<file path="src/rtl/vga_sync_rx.sv">
// ----------------------------------------------------------------------------
// vga_sync_rx
//   VGA timing receiver / checker. Sits at the sink end of an h_sync/v_sync/RGB
//   stream, locks onto the sync pattern, rebuilds pixel coordinates and
//   re-times the colour samples behind a data-enable. Malformed lines and
//   frames are flagged and counted.
//
// Ports
//   i_clk            pixel clock, one pixel per cycle
//   i_rst            asynchronous reset, active low
//   i_h_sync         incoming horizontal sync (polarity set by SYNC_LOW)
//   i_v_sync         incoming vertical sync   (polarity set by SYNC_LOW)
//   i_red/green/blue incoming pixel colour, 4 bits each
//   o_x_out/o_y_out  coordinates of the current output pixel (valid with o_de,
//                    held while o_de is low)
//   o_de             visible-pixel enable, only while locked
//   o_r/g/b_out      re-timed colour, forced to 0 while o_de is low
//   o_frame_start    one-cycle pulse together with o_de on pixel (0,0)
//   o_locked         timing locked
//   o_err            one-cycle pulse on any timing violation
//   o_err_cnt        violation count, saturating at 255
//
// Latency from pin sample to every output is 2 clocks.
// ----------------------------------------------------------------------------
module vga_sync_rx #(
    parameter int H_VIS       = 640,
    parameter int H_FP        = 16,
    parameter int H_SYNC      = 96,
    parameter int H_BP        = 48,
    parameter int V_VIS       = 480,
    parameter int V_FP        = 10,
    parameter int V_SYNC      = 2,
    parameter int V_BP        = 33,
    parameter bit SYNC_LOW    = 1'b1,
    parameter int LOCK_FRAMES = 2
) (
    input  logic       i_clk,
    input  logic       i_rst,
    input  logic       i_h_sync,
    input  logic       i_v_sync,
    input  logic [3:0] i_red,
    input  logic [3:0] i_green,
    input  logic [3:0] i_blue,
    output logic [9:0] o_x_out,
    output logic [9:0] o_y_out,
    output logic       o_de,
    output logic [3:0] o_r_out,
    output logic [3:0] o_g_out,
    output logic [3:0] o_b_out,
    output logic       o_frame_start,
    output logic       o_locked,
    output logic       o_err,
    output logic [7:0] o_err_cnt
);

    localparam int H_TOTAL = H_VIS + H_FP + H_SYNC + H_BP;
    localparam int V_TOTAL = V_VIS + V_FP + V_SYNC + V_BP;

    localparam logic [9:0] C_CNT_MAX = 10'd1023;
    localparam logic [9:0] C_HTOT_M1 = 10'(H_TOTAL - 1);
    localparam logic [9:0] C_VTOT    = 10'(V_TOTAL);
    localparam logic [9:0] C_HA0     = 10'(H_SYNC + H_BP);
    localparam logic [9:0] C_HA1     = 10'(H_SYNC + H_BP + H_VIS);
    localparam logic [9:0] C_VA0     = 10'(V_SYNC + V_BP);
    localparam logic [9:0] C_VA1     = 10'(V_SYNC + V_BP + V_VIS);
    localparam logic [2:0] C_LOCK    = 3'(LOCK_FRAMES);

    typedef enum logic [1:0] {
        S_SEARCH = 2'd0,
        S_VERIFY = 2'd1,
        S_LOCKED = 2'd2
    } state_t;

    // ------------------------------------------------------------------
    // Stage 1: pin capture. Syncs are normalised to active-high here, so
    // everything downstream is polarity independent.
    // ------------------------------------------------------------------
    logic       r_hs1, r_hs2, r_vs1, r_vs2;
    logic [3:0] r_red1, r_grn1, r_blu1;

    always_ff @(posedge i_clk or negedge i_rst) begin
        if (!i_rst) begin
            r_hs1  <= 1'b0;
            r_hs2  <= 1'b0;
            r_vs1  <= 1'b0;
            r_vs2  <= 1'b0;
            r_red1 <= '0;
            r_grn1 <= '0;
            r_blu1 <= '0;
        end else begin
            r_hs1  <= i_h_sync ^ SYNC_LOW;
            r_hs2  <= r_hs1;
            r_vs1  <= i_v_sync ^ SYNC_LOW;
            r_vs2  <= r_vs1;
            r_red1 <= i_red;
            r_grn1 <= i_green;
            r_blu1 <= i_blue;
        end
    end

    logic w_h_edge, w_v_edge;
    assign w_h_edge = r_hs1 & ~r_hs2;
    assign w_v_edge = r_vs1 & ~r_vs2;

    // ------------------------------------------------------------------
    // Timing counters. The w_* values belong to the sample currently held
    // in stage 1; the r_* copies are the values of the previous sample.
    // ------------------------------------------------------------------
    logic [9:0] r_hcnt, r_lcnt, r_line;
    logic       r_h_seen, r_v_seen;
    logic [9:0] w_hcnt, w_lcnt, w_line;

    always_comb begin
        w_hcnt = w_h_edge ? 10'd0 :
                 (r_hcnt == C_CNT_MAX) ? C_CNT_MAX : r_hcnt + 10'd1;
    end

    // lcnt counts h edges for the frame-length check; an h edge that
    // coincides with the v edge belongs to the new frame, so it seeds 1.
    always_comb begin
        w_lcnt = r_lcnt;
        if (w_v_edge)
            w_lcnt = {9'd0, w_h_edge};
        else if (w_h_edge && r_lcnt != C_CNT_MAX)
            w_lcnt = r_lcnt + 10'd1;
    end

    // Line index for the active window: the line that holds the v edge is
    // line 0 regardless of whether an h edge shares that cycle.
    always_comb begin
        w_line = r_line;
        if (w_v_edge)
            w_line = 10'd0;
        else if (w_h_edge && r_line != C_CNT_MAX)
            w_line = r_line + 10'd1;
    end

    always_ff @(posedge i_clk or negedge i_rst) begin
        if (!i_rst) begin
            r_hcnt   <= '0;
            r_lcnt   <= '0;
            r_line   <= '0;
            r_h_seen <= 1'b0;
            r_v_seen <= 1'b0;
        end else begin
            r_hcnt   <= w_hcnt;
            r_lcnt   <= w_lcnt;
            r_line   <= w_line;
            r_h_seen <= r_h_seen | w_h_edge;
            r_v_seen <= r_v_seen | w_v_edge;
        end
    end

    // ------------------------------------------------------------------
    // Violation detection. Line/frame lengths are only judged once a
    // previous edge exists, so a partial line or frame after reset is not
    // blamed. Saturation fires on the single cycle hcnt reaches the cap.
    // ------------------------------------------------------------------
    logic w_line_bad, w_frame_bad, w_hsat, w_viol;

    assign w_line_bad  = w_h_edge & r_h_seen & (r_hcnt != C_HTOT_M1);
    assign w_frame_bad = w_v_edge & r_v_seen & (r_lcnt != C_VTOT);
    assign w_hsat      = (w_hcnt == C_CNT_MAX) & (r_hcnt != C_CNT_MAX);
    assign w_viol      = w_line_bad | w_frame_bad | w_hsat;

    // ------------------------------------------------------------------
    // Lock FSM
    // ------------------------------------------------------------------
    state_t     r_state, w_state_nxt;
    logic [2:0] r_good, w_good_nxt;

    always_ff @(posedge i_clk or negedge i_rst) begin
        if (!i_rst) begin
            r_state <= S_SEARCH;
            r_good  <= '0;
        end else begin
            r_state <= w_state_nxt;
            r_good  <= w_good_nxt;
        end
    end

    always_comb begin
        w_state_nxt = r_state;
        w_good_nxt  = r_good;
        case (r_state)
            S_SEARCH: begin
                if (w_v_edge) begin
                    w_state_nxt = S_VERIFY;
                    w_good_nxt  = '0;
                end
            end
            S_VERIFY: begin
                if (w_viol) begin
                    w_state_nxt = S_SEARCH;
                end else if (w_v_edge) begin
                    // a v edge without violation closes a good frame
                    w_good_nxt = r_good + 3'd1;
                    if (w_good_nxt == C_LOCK)
                        w_state_nxt = S_LOCKED;
                end
            end
            S_LOCKED: begin
                if (w_viol)
                    w_state_nxt = S_SEARCH;
            end
            default: begin
                w_state_nxt = S_SEARCH;
                w_good_nxt  = '0;
            end
        endcase
    end

    // ------------------------------------------------------------------
    // Active window and coordinates for the stage-1 sample
    // ------------------------------------------------------------------
    logic       w_active, w_de_nxt;
    logic [9:0] w_x, w_y;

    assign w_active = (w_hcnt >= C_HA0) && (w_hcnt < C_HA1) &&
                      (w_line >= C_VA0) && (w_line < C_VA1);
    assign w_de_nxt = w_active && (r_state == S_LOCKED);
    assign w_x      = w_hcnt - C_HA0;
    assign w_y      = w_line - C_VA0;

    // ------------------------------------------------------------------
    // Stage 2: output registers
    // ------------------------------------------------------------------
    logic       r_de, r_fs, r_err;
    logic [9:0] r_x, r_y;
    logic [3:0] r_ro, r_go, r_bo;
    logic [7:0] r_err_cnt;

    always_ff @(posedge i_clk or negedge i_rst) begin
        if (!i_rst) begin
            r_de      <= 1'b0;
            r_fs      <= 1'b0;
            r_err     <= 1'b0;
            r_x       <= '0;
            r_y       <= '0;
            r_ro      <= '0;
            r_go      <= '0;
            r_bo      <= '0;
            r_err_cnt <= '0;
        end else begin
            r_de  <= w_de_nxt;
            r_fs  <= w_de_nxt && (w_x == 10'd0) && (w_y == 10'd0);
            r_err <= w_viol;
            if (w_de_nxt) begin
                r_x <= w_x;
                r_y <= w_y;
            end
            r_ro <= w_de_nxt ? r_red1 : 4'd0;
            r_go <= w_de_nxt ? r_grn1 : 4'd0;
            r_bo <= w_de_nxt ? r_blu1 : 4'd0;
            if (w_viol && r_err_cnt != 8'hFF)
                r_err_cnt <= r_err_cnt + 8'd1;
        end
    end

    assign o_x_out       = r_x;
    assign o_y_out       = r_y;
    assign o_de          = r_de;
    assign o_r_out       = r_ro;
    assign o_g_out       = r_go;
    assign o_b_out       = r_bo;
    assign o_frame_start = r_fs;
    assign o_locked      = (r_state == S_LOCKED);
    assign o_err         = r_err;
    assign o_err_cnt     = r_err_cnt;

endmodule

</file>
<file path="config.mk">
export PLATFORM = sky130hd
export DESIGN_NAME = vga_sync_rx
export DESIGN_NICKNAME = d
export VERILOG_FILES = /design/src/rtl/vga_sync_rx.sv
export SDC_FILE = /design/constraint.sdc
export NUM_CORES = 1
export LEC_CHECK = 0
export ABC_CLOCK_PERIOD_IN_PS = 8350
export BUFFER_PORTS_ARGS = -buffer_cell sky130_fd_sc_hd__clkbuf_2
export CORE_UTILIZATION = 42
export CTS_CLUSTER_SIZE = 12
export DETAILED_ROUTE_END_ITERATION = 10
export PLACE_DENSITY_LB_ADDON = 0.08
export SYNTH_ARGS = -nofsm -noshare
export SYNTH_HDL_FRONTEND = slang
export SYNTH_SLANG_ARGS = --single-unit
</file>
<file path="constraint.sdc">
create_clock -name i_clk -period 8.35 [get_ports i_clk]
set_clock_uncertainty 0.05 [all_clocks]
set_input_delay 0 -clock i_clk [delete_from_list [all_inputs] [get_ports i_clk]]
set_output_delay 0 -clock i_clk [all_outputs]
set_load 0.03 [all_outputs]
</file>
Word level (Yosys, flattened, before mapping). Index checks and enable logic that the tools add are counted.

Bits in registers: 96. Latch bits: 0. Memory bits (writable): 0. Memory bits (read-only): 0. Bits of input ports: 16. Word-level logic and storage cells: 101. Memories: 0.

Add/sub/neg operators: 7. Multiply operators: 0. Divide/modulo/power cells: 0. Order comparisons: 4. Eq/ne operators: 17. Shifts and indexed selects: 0. Muxes and demuxes: 19. Bitwise logic cells: 16. Reductions and logical operators: 15.

Operator list (number): $mux 10 (6); $ne 10x10->1 const B (5); $add 10x1->10 const B (3); $eq 10x10->1 const B (2); $logic_not 10->1 (2); $lt 10x10->1 const B (2); $mux 4 (3); $ge 10x6->1 const B (1); $ge 10x8->1 const B (1); $mux 2 (5); $sub 10x6->10 const B (1); $sub 10x8->10 const B (1); $logic_and 1x1->1 (9); $mux 3 (3); $pmux 3 s3 (1); $add 8x1->8 const B (1); $ne 8x8->1 const B (1); $reduce_and 4->1 (2); $and 1x1->1 (7); $ne 2x2->1 const B (3); $ne 3x3->1 const B (2); $pmux 2 s3 (1); $not 1->1 (5); $or 1x1->1 (4); other kinds (7) (7).

Logic depth before layout (Yosys ltp). Gate-level depths: netlist (run 1).

Depth after elaboration: 11. Mapped depth: 14.

Worst setup path before layout (run 1). OpenSTA, ideal clock, no wires.

Kind: reg-to-reg. From: register r_vs1. To: register r_x[8] (netlist: o_x_out[8]). Setup time: 127 ps. Arrival: 2994 ps. Required time: 8173 ps. Setup slack: 5179 ps. Stages on the path, launching flop included: 14. Buffers on the path: 4. Clock period less this slack: 3171 ps. Cells stage by stage: dfrtp_1 -> nor2b_1 -> clkbuf_1 -> clkbuf_1 -> clkbuf_1 -> nor2_1 -> ha_1 -> a31o_2 -> nor3_1 -> nand4_1 -> a211o_1 -> inv_4 -> buf_12 -> mux2_1.

Cells in the longest elaborated chain, start to end: 6. Elaborated cells between the ends (all ways): 7. Those cells by class: 2 x order compare; 1 x mux; 1 x bitwise; 3 x reduce/logical.

Ends and longest elaborated chain: from (decl) (line 78) `logic r_hs1, r_hs2, r_vs1, r_vs2;`; from (signal assigned) (line 93) `r_vs1 <= i_v_sync ^ SYNC_LOW;`; $and 1x1->1 (*) (line 103) `assign w_v_edge = r_vs1 & ~r_vs2;`; $mux 10 (*) (line 132) `if (w_v_edge)`; named net w_line[1] (line 111) `logic [9:0] w_hcnt, w_lcnt, w_line;`; $ge 10x6->1 (line 220) `(w_line >= C_VA0) && (w_line < C_VA1);`; $logic_and 1x1->1 (line 219) `assign w_active = (w_hcnt >= C_HA0) && (w_hcnt < C_HA1) &&`; $logic_and 1x1->1 (*) (line 220); $logic_and 1x1->1 (*) (line 221) `assign w_de_nxt = w_active && (r_state == S_LOCKED);`; to (signal assigned) (line 249) `r_x <= w_x;`; to (decl) (line 229) `logic [9:0] r_x, r_y;`.

Mark *: on every way through the listed nets, which the timed path passes. The rest lies on a longest branch. A chain may end at the register's enable or synchronous reset.

Worst setup path after layout (run 1).
From: register r_line[0]. To: register r_y[2] (netlist: o_y_out[2]).

Cells in the longest elaborated chain, start to end: 8. Elaborated cells between the ends (all ways): 11. Those cells by class: 2 x add/sub; 2 x order compare; 1 x eq/ne; 2 x mux; 4 x reduce/logical.

Ends and longest elaborated chain: from (decl) (line 109) `logic [9:0] r_hcnt, r_lcnt, r_line;`; from (signal assigned) (line 148) `r_line <= w_line;`; parallel branches: the longest is 2 deep, another holds $add 10x1->10; $mux 10 (*) (line 134) `else if (w_h_edge && r_line != C_CNT_MAX)`; $mux 10 (*) (line 132); named net w_line[1] (line 111); $ge 10x6->1 (line 220); $logic_and 1x1->1 (line 219); $logic_and 1x1->1 (line 220); $logic_and 1x1->1 (line 221); to (signal assigned) (line 250) `r_y <= w_y;`; to (decl) (line 229).

Mark *: on every way through the listed nets, which the timed path passes.

==> results of run 1 <==
-- Yosys cell counts, types with 2 or more instances --
cell type and n:
o21ai_0 17, or2_2 2, a21oi_1 16, a2111oi_1 2, nor2b_1 5, o31ai_1 5
a31oi_1 4, and3_1 9, and2_1 16, nand4_1 12, nor2_1 29, or3_1 6
buf_4 2, or4_1 2, nor4_1 3, o21bai_1 2, nand2_1 36, a311oi_1 3
xor2_1 9, buf_2 8, nor3_1 8, mux2i_1 6, mux2_4 14, buf_12 2
clkbuf_1 5, inv_1 19, o22a_1 2, mux2_2 5, ha_1 13, nand3_1 19
xnor2_1 18, and4_1 6, a41o_1 2, o311a_1 2, a31o_2 2, a21o_1 3
dfrtp_1 96, nand2b_1 5
-- final cells by class --
cell class	instances	area [sq um]
tap	140	175
sequential	96	2400
clock buffer	9	225
fill	1020	5340
timing repair buffer	78	478
clock inverter	7	72.6
multi-input combinational	310	2210
inverter	21	81.3
-- registers in the layout, indices dropped and copies added, names as in the netlist, 8 cells and up --
register,cells
o_x_out,10
r_lcnt,10
r_hcnt,10
o_y_out,10
r_line,10
o_err_cnt,8
-- stage by stage --
step | utilization, % | area (sq um)
floorplan | - | 4810
global placement | 47.3 | 5200
detailed placement | 47.3 | 5200
CTS | 51.4 | 5650
global route | 51.4 | 5650
finish | 51.4 | 5650
-- worst reg2reg max path, delay by kind of cell (launching register included) --
family / cells / cell delay, ns
AND/OR/NAND/NOR: 4 / 0.45
multiplexers: 2 / 0.63
adder cells (fa/ha/maj): 2 / 0.53
AO/OA/AOI/OAI: 3 / 1.04
flip-flops: 1 / 0.44
buffers and inverters: 1 / 0.37
-- logic make-up (layout without fill, tap and decap cells) --
logic type | after synthesis | in the layout
mux | 26 | 26
compound gates | 75 | 75
flops | 96 | 96
buf+inv | 38 | 115
xor+xnor | 27 | 27
simple gates | 169 | 169
fa+ha+maj | 13 | 13
-- how the worst min path moves through the flow --
stage	depth (start not counted)	endpoint
4_1_cts	2	o_x_out[3]
5_1_grt	2	r_hcnt[0]
2_1_floorplan	0	o_b_out[0]
6_report	2	o_x_out[3]
3_5_place_dp	1	o_x_out[3]
3_3_place_gp	1	o_x_out[3]
-- metal layers --
layer / part of all wire, % / routed length, um / global-route usage [%]
met1: 46 / 4540 / 24.0
met2: 48 / 4690 / 28.4
met3: 3.8 / 368 / 3.17
met4: 2.0 / 196 / 8.69
met5: 0 / 0 / 0
-- report_power, final --
group / internal [uW] / switching, uW
combinational: 82.3 / 122
sequential: 505 / 50.1
clock: 232 / 179
total: 819 / 351
==> results.sh, run 1 <==
export IMPL_final_cell_mix="96 x dfrtp_1, 58 x clkbuf_2, 36 x nand2_1"
export IMPL_r2r_end="o_y_out[2]"
export IMPL_clock_sinks=96
export IMPL_syn_num_nets=473
export IMPL_cts_root_buffer_cell="clkbuf_16"
export IMPL_drive_above_1_share_pct=21.9
export IMPL_crit_type="register to register"
export IMPL_end_kind="register"
export IMPL_synth_simple_gate_area_share_pct=19.2
export IMPL_row_count=38
export IMPL_ant_nets=0
export IMPL_max_freq_mhz=276
export IMPL_layout_commonest_cell="dfrtp_1"
export IMPL_clk_latency_ns=0.35
export IMPL_synth_seq_cells=96
export IMPL_cp_num_buf_inv=1
export IMPL_n_antenna_cell=0
export IMPL_cts_buffers=9
export IMPL_worstPathMaxFanout=31
export IMPL_post_route_period_util_pct=43.3
export IMPL_drt_initial_drc_count=168
export IMPL_core_area_sq_mm=0.0110
export IMPL_drt_total_wl_mm=9.79
export IMPL_post_cts_buffers=0
export IMPL_clk_pin_slew_ns=0.07
export IMPL_io_buffers=59
export IMPL_grt_usage_pct=18.1
export IMPL_syn_inst=444
export IMPL_hp_class="primary input to async pin"
export IMPL_synth_adder_area_share_pct=3.38
export IMPL_crit_top_cell="ha_1"
export IMPL_yosysTopAreaCell="dfrtp_1"
export IMPL_grt_ovfl_total=0
export IMPL_synth_top_cell_area_share_pct=49.9
export IMPL_r2r_start="r_line[0]"
export IMPL_cp_num_cells=12
export IMPL_ios=60
export IMPL_antenna_found_initial=0
export IMPL_p_leak_uw=0.00264
export IMPL_setup_tns_ns=0
export IMPL_worst_pin_slew_ns=0.869
export IMPL_routabilityCongestion=0.870
export IMPL_htree_num_levels=3
export IMPL_grt_max_degree=61
export IMPL_crit_start="r_line[0]"
export IMPL_finalSetupViolations=0
export IMPL_die_x_um=109
export IMPL_worst_endpoint_arrival_ns=3.81
export IMPL_r2r_cells=12
export IMPL_ys_flop_type="dfrtp_1"
export IMPL_critPathRequiredTime_ns=8.54
export IMPL_viasPerCell=5.36
export IMPL_cpPeakStageDelay_ns=0.44
export IMPL_maxSlewHeadroom_pct=41.7
export IMPL_rsz0062_at_grt="false"
export IMPL_fin_nets=545
export IMPL_syn_area_sq_mm=0.00481
export IMPL_power_density_mw_per_mm2=207
export IMPL_fin_cells=661
export IMPL_grt_pass1_wl_mm=16.4
export IMPL_drtPass1Iterations=4
export IMPL_avgRoutedWirePerCell_um=14.8
export IMPL_synth_edf_count=0
export IMPL_synth_top_family_by_area="simple AND/OR/NAND/NOR gates"
export IMPL_drc=0
export IMPL_cts_resized_gates=0
export IMPL_cap_viol_max_count=0
export IMPL_synthArstFlopShare_pct=100
export IMPL_grt_pass1_vias=3377
export IMPL_die_area_sq_mm=0.0119
export IMPL_holdWs_ns=0.111
export IMPL_slew_viol_final=0
export IMPL_status="finished, final reports clean"
export IMPL_rrSetupSlack_ns=4.73
export IMPL_initial_utilization_pct=43.8
export IMPL_yosysSeqAreaShare_pct=49.9
export IMPL_hold_viol_final=0
export IMPL_p_total_uw=1170
export IMPL_avgSynthCellArea_sq_um=10.8
export IMPL_place_inst=630
export IMPL_start_kind="register"
export IMPL_crit_slowest_cell="dfrtp_1"
export IMPL_synth_cell_type_count=67
export IMPL_muxShareOfSynthArea_pct=7.02
export IMPL_die_h_um=109
export IMPL_num_vias=3544
export IMPL_synth_compound_area_share_pct=11.5
export IMPL_ys_warn_count=0
export IMPL_ctsHoldBuffers=15
export IMPL_dp_slack_ns=4.71
export IMPL_synth_xor_area_share_pct=4.92
export IMPL_worst_slack_ns=4.73
export IMPL_crit_chain="ha_1, nand2_1, o31ai_1, mux2i_1, nor2_1, ha_1, a31o_2, nor3_1, nand4_1, a211o_1, inv_4, mux2_2"
export IMPL_synth_area_leaders="dfrtp_1 50%, mux2_4 4.4%, ha_1 3.4%"
export IMPL_finalWorstPathRequiredPeriod_ns=3.62
export IMPL_clockBufferDepth=2
export IMPL_crit_end="o_y_out[2]"
export IMPL_hpwl_mm=6.75
export IMPL_path_delay_family="compound AO/OA/AOI/OAI gates"
export IMPL_vdd_drop_max_uv=137
export IMPL_cts_tree="done"
export IMPL_syn2layout_area_growth_pct=17.4
(Power assumes the default switching activity.)
==> inputs of run 2 (changes only) <==
--- a/config.mk
+++ b/config.mk
@@ -5,7 +5,8 @@
 export SDC_FILE = /design/constraint.sdc
 export NUM_CORES = 1
 export LEC_CHECK = 0
-export ABC_CLOCK_PERIOD_IN_PS = 8350
+export ABC_AREA = 1
+export ABC_CLOCK_PERIOD_IN_PS = 3400
 export BUFFER_PORTS_ARGS = -buffer_cell sky130_fd_sc_hd__clkbuf_2
 export CORE_UTILIZATION = 42
 export CTS_CLUSTER_SIZE = 12
==> constraint.sdc (replaced) <==
create_clock -name i_clk -period 3.4 [get_ports i_clk]
set_clock_uncertainty 0.05 [all_clocks]
set_input_delay 0 -clock i_clk [delete_from_list [all_inputs] [get_ports i_clk]]
set_output_delay 0 -clock i_clk [all_outputs]
set_load 0.03 [all_outputs]
==> results.sh, run 2 <==
export IMPL_drc=0
export IMPL_worst_endpoint_arrival_ns=3.18
export IMPL_rsz0062_at_grt="false"
export IMPL_worstPathMaxFanout=23
export IMPL_synth_seq_cells=96
export IMPL_start_kind="register"
export IMPL_routabilityCongestion=0.811
export IMPL_max_freq_mhz=332
export IMPL_finalWorstPathRequiredPeriod_ns=3.01
export IMPL_core_area_sq_mm=0.0111
export IMPL_grt_pass1_vias=3649
export IMPL_ant_nets=0
export IMPL_maxSlewHeadroom_pct=43.2
export IMPL_p_total_uw=3000
export IMPL_initial_utilization_pct=43.9
export IMPL_die_h_um=110
export IMPL_synth_most_common_cell="nand2_1"
export IMPL_ys_warn_count=0
export IMPL_drt_initial_drc_count=192
export IMPL_syn_inst=559
export IMPL_grt_ovfl_total=0
export IMPL_viasPerCell=4.74
export IMPL_drt_total_wl_mm=9.91
export IMPL_worst_pin_slew_ns=0.852
export IMPL_vdd_drop_max_uv=393
export IMPL_ios=60
export IMPL_yosysSeqAreaShare_pct=49.4
export IMPL_io_buffers=59
export IMPL_layout_commonest_cell="nand2_1"
export IMPL_antenna_found_initial=0
export IMPL_hold_viol_final=0
export IMPL_syn_area_sq_mm=0.00486
export IMPL_drive_above_1_share_pct=24.5
export IMPL_drtPass1Iterations=5
export IMPL_n_antenna_cell=0
export IMPL_finalSetupViolations=0
export IMPL_fin_nets=673
export IMPL_die_area_sq_mm=0.0120
export IMPL_critPathRequiredTime_ns=3.58
export IMPL_grt_max_degree=71
export IMPL_syn_num_nets=588
export IMPL_synth_cell_type_count=42
export IMPL_num_vias=3738
export IMPL_grt_usage_pct=18.7
export IMPL_final_cell_mix="139 x nand2_1, 96 x dfrtp_1, 82 x inv_1"
export IMPL_power_density_mw_per_mm2=519
export IMPL_cts_buffers=9
export IMPL_clock_sinks=96
export IMPL_clockBufferDepth=2
export IMPL_cts_root_buffer_cell="clkbuf_16"
export IMPL_p_leak_uw=0.00307
export IMPL_avgRoutedWirePerCell_um=12.6
export IMPL_yosys_top_cells_count="139 x nand2_1, 96 x dfrtp_1, 82 x inv_1, 38 x nand3_1, 36 x nor2_1"
export IMPL_synthArstFlopShare_pct=100
export IMPL_end_kind="register"
export IMPL_avgSynthCellArea_sq_um=8.70
export IMPL_setup_tns_ns=0
export IMPL_crit_type="register to register"
export IMPL_hp_class="primary input to register"
export IMPL_syn2layout_area_growth_pct=19.0
export IMPL_ys_flop_type="dfrtp_1"
export IMPL_synth_edf_count=0
export IMPL_slew_viol_final=0
export IMPL_post_cts_buffers=0
export IMPL_post_route_period_util_pct=88.5
export IMPL_yosysTopAreaCell="dfrtp_1"
export IMPL_htree_num_levels=3
export IMPL_clk_pin_slew_ns=0.06
export IMPL_synth_area_leaders="dfrtp_1 49%, nand2_1 11%, inv_1 6.3%"
export IMPL_synth_top_cell_area_share_pct=49.4
export IMPL_grt_pass1_wl_mm=16.9
export IMPL_row_count=38
export IMPL_clk_latency_ns=0.34
export IMPL_status="finished, final reports clean"
export IMPL_cap_viol_max_count=0
export IMPL_cts_tree="done"
export IMPL_die_x_um=110
export IMPL_hpwl_mm=7.33
==> run 2: final timing paths <==
path                            startpoint          to  slack (ns)  depth (start not counted)
worst max-delay path             r_line[0]  o_x_out[0]        0.39                         18
max in group asynchronous            i_rst   r_hcnt[0]        2.30                          3
worst max register to register   r_line[0]  o_x_out[0]        0.39                         18
min in group asynchronous            i_rst   r_red1[2]        0.26                          2
worst min register to register       r_vs1       r_vs2        0.33                          0
worst min-delay path            i_green[1]   r_grn1[1]        0.24                          2
==> run 2: layout make-up <==
cell class              count  area, sq um
repair buffers             81          500
clock inverters             5         80.1
well taps                 140          175
inverters                  88          333
clock buffers              11          243
fillers                  1036         5290
flip-flops and latches     96         2400
multi-input cells         368         2050
==> run 2: layer usage <==
layer	global-route usage, %	vias to the layer above	part of all wire [%]
met2	30.2	62	47
met5	0	-	0
met4	7.43	0	1.8
met3	3.97	9	3.6
li1	-	1921	-
met1	24.4	1746	48
==> run 2: cell families (layout without fill, tap and decap cells) <==
logic type	count (synthesis)	in the layout	share of synthesized area, %
AO/OA/AOI/OAI	51	51	7.36
XOR/XNOR	15	15	2.70
adder cells (fa/ha/maj)	13	13	3.35
buffers and inverters	95	185	8.39
flip-flops	96	96	49.4
multiplexers	2	2	0.463
AND/OR/NAND/NOR	287	287	28.3
==> run 2: critical path, stage by stage, from the launching register on <==
cell,delay (ns)
dfrtp_1,0.41
ha_1,0.28
nand2_2,0.09
nor2_4,0.13
nand3_4,0.13
nand2_4,0.14
nand2_1,0.06
nand3_1,0.08
inv_1,0.11
ha_1,0.22
inv_1,0.07
nand4_1,0.16
nor2_1,0.13
nand2_1,0.07
nand2_2,0.09
nand3_4,0.17
buf_4,0.30
nand2_1,0.11
o21ai_2,0.05
==> run 2: report_power, final <==
part	switching, uW	leakage, uW	internal (uW)
sequential	95.9	0.00126	1240
combinational	377	0.00165	199
clock	421	0.000152	663
total	894	0.00307	2110
==> run 2: what timing repair did <==
| item | 4_1_cts | 5_1_grt |
|---|---|---|
| resized for setup | 0 | 0 |
| hold buffers | 15 | 0 |
| endpoints found under the hold margin | 82 | 0 |
==> run 2: through the flow <==
step | util [%] | worst slack, ns | hold slack, ns | std cells | area, sq um
detailed placement | 48.0 | 0.427 | 0.0596 | 758 | 5310
CTS | 52.2 | 0.410 | 0.239 | 789 | 5790
global route | 52.2 | 0.0674 | 0.244 | 789 | 5790
finish | 52.2 | 0.391 | 0.244 | 789 | 5790
global placement | 48.0 | 0.539 | 0.0594 | 758 | 5310
floorplan | - | 0.877 | -0.346 | 559 | 4860
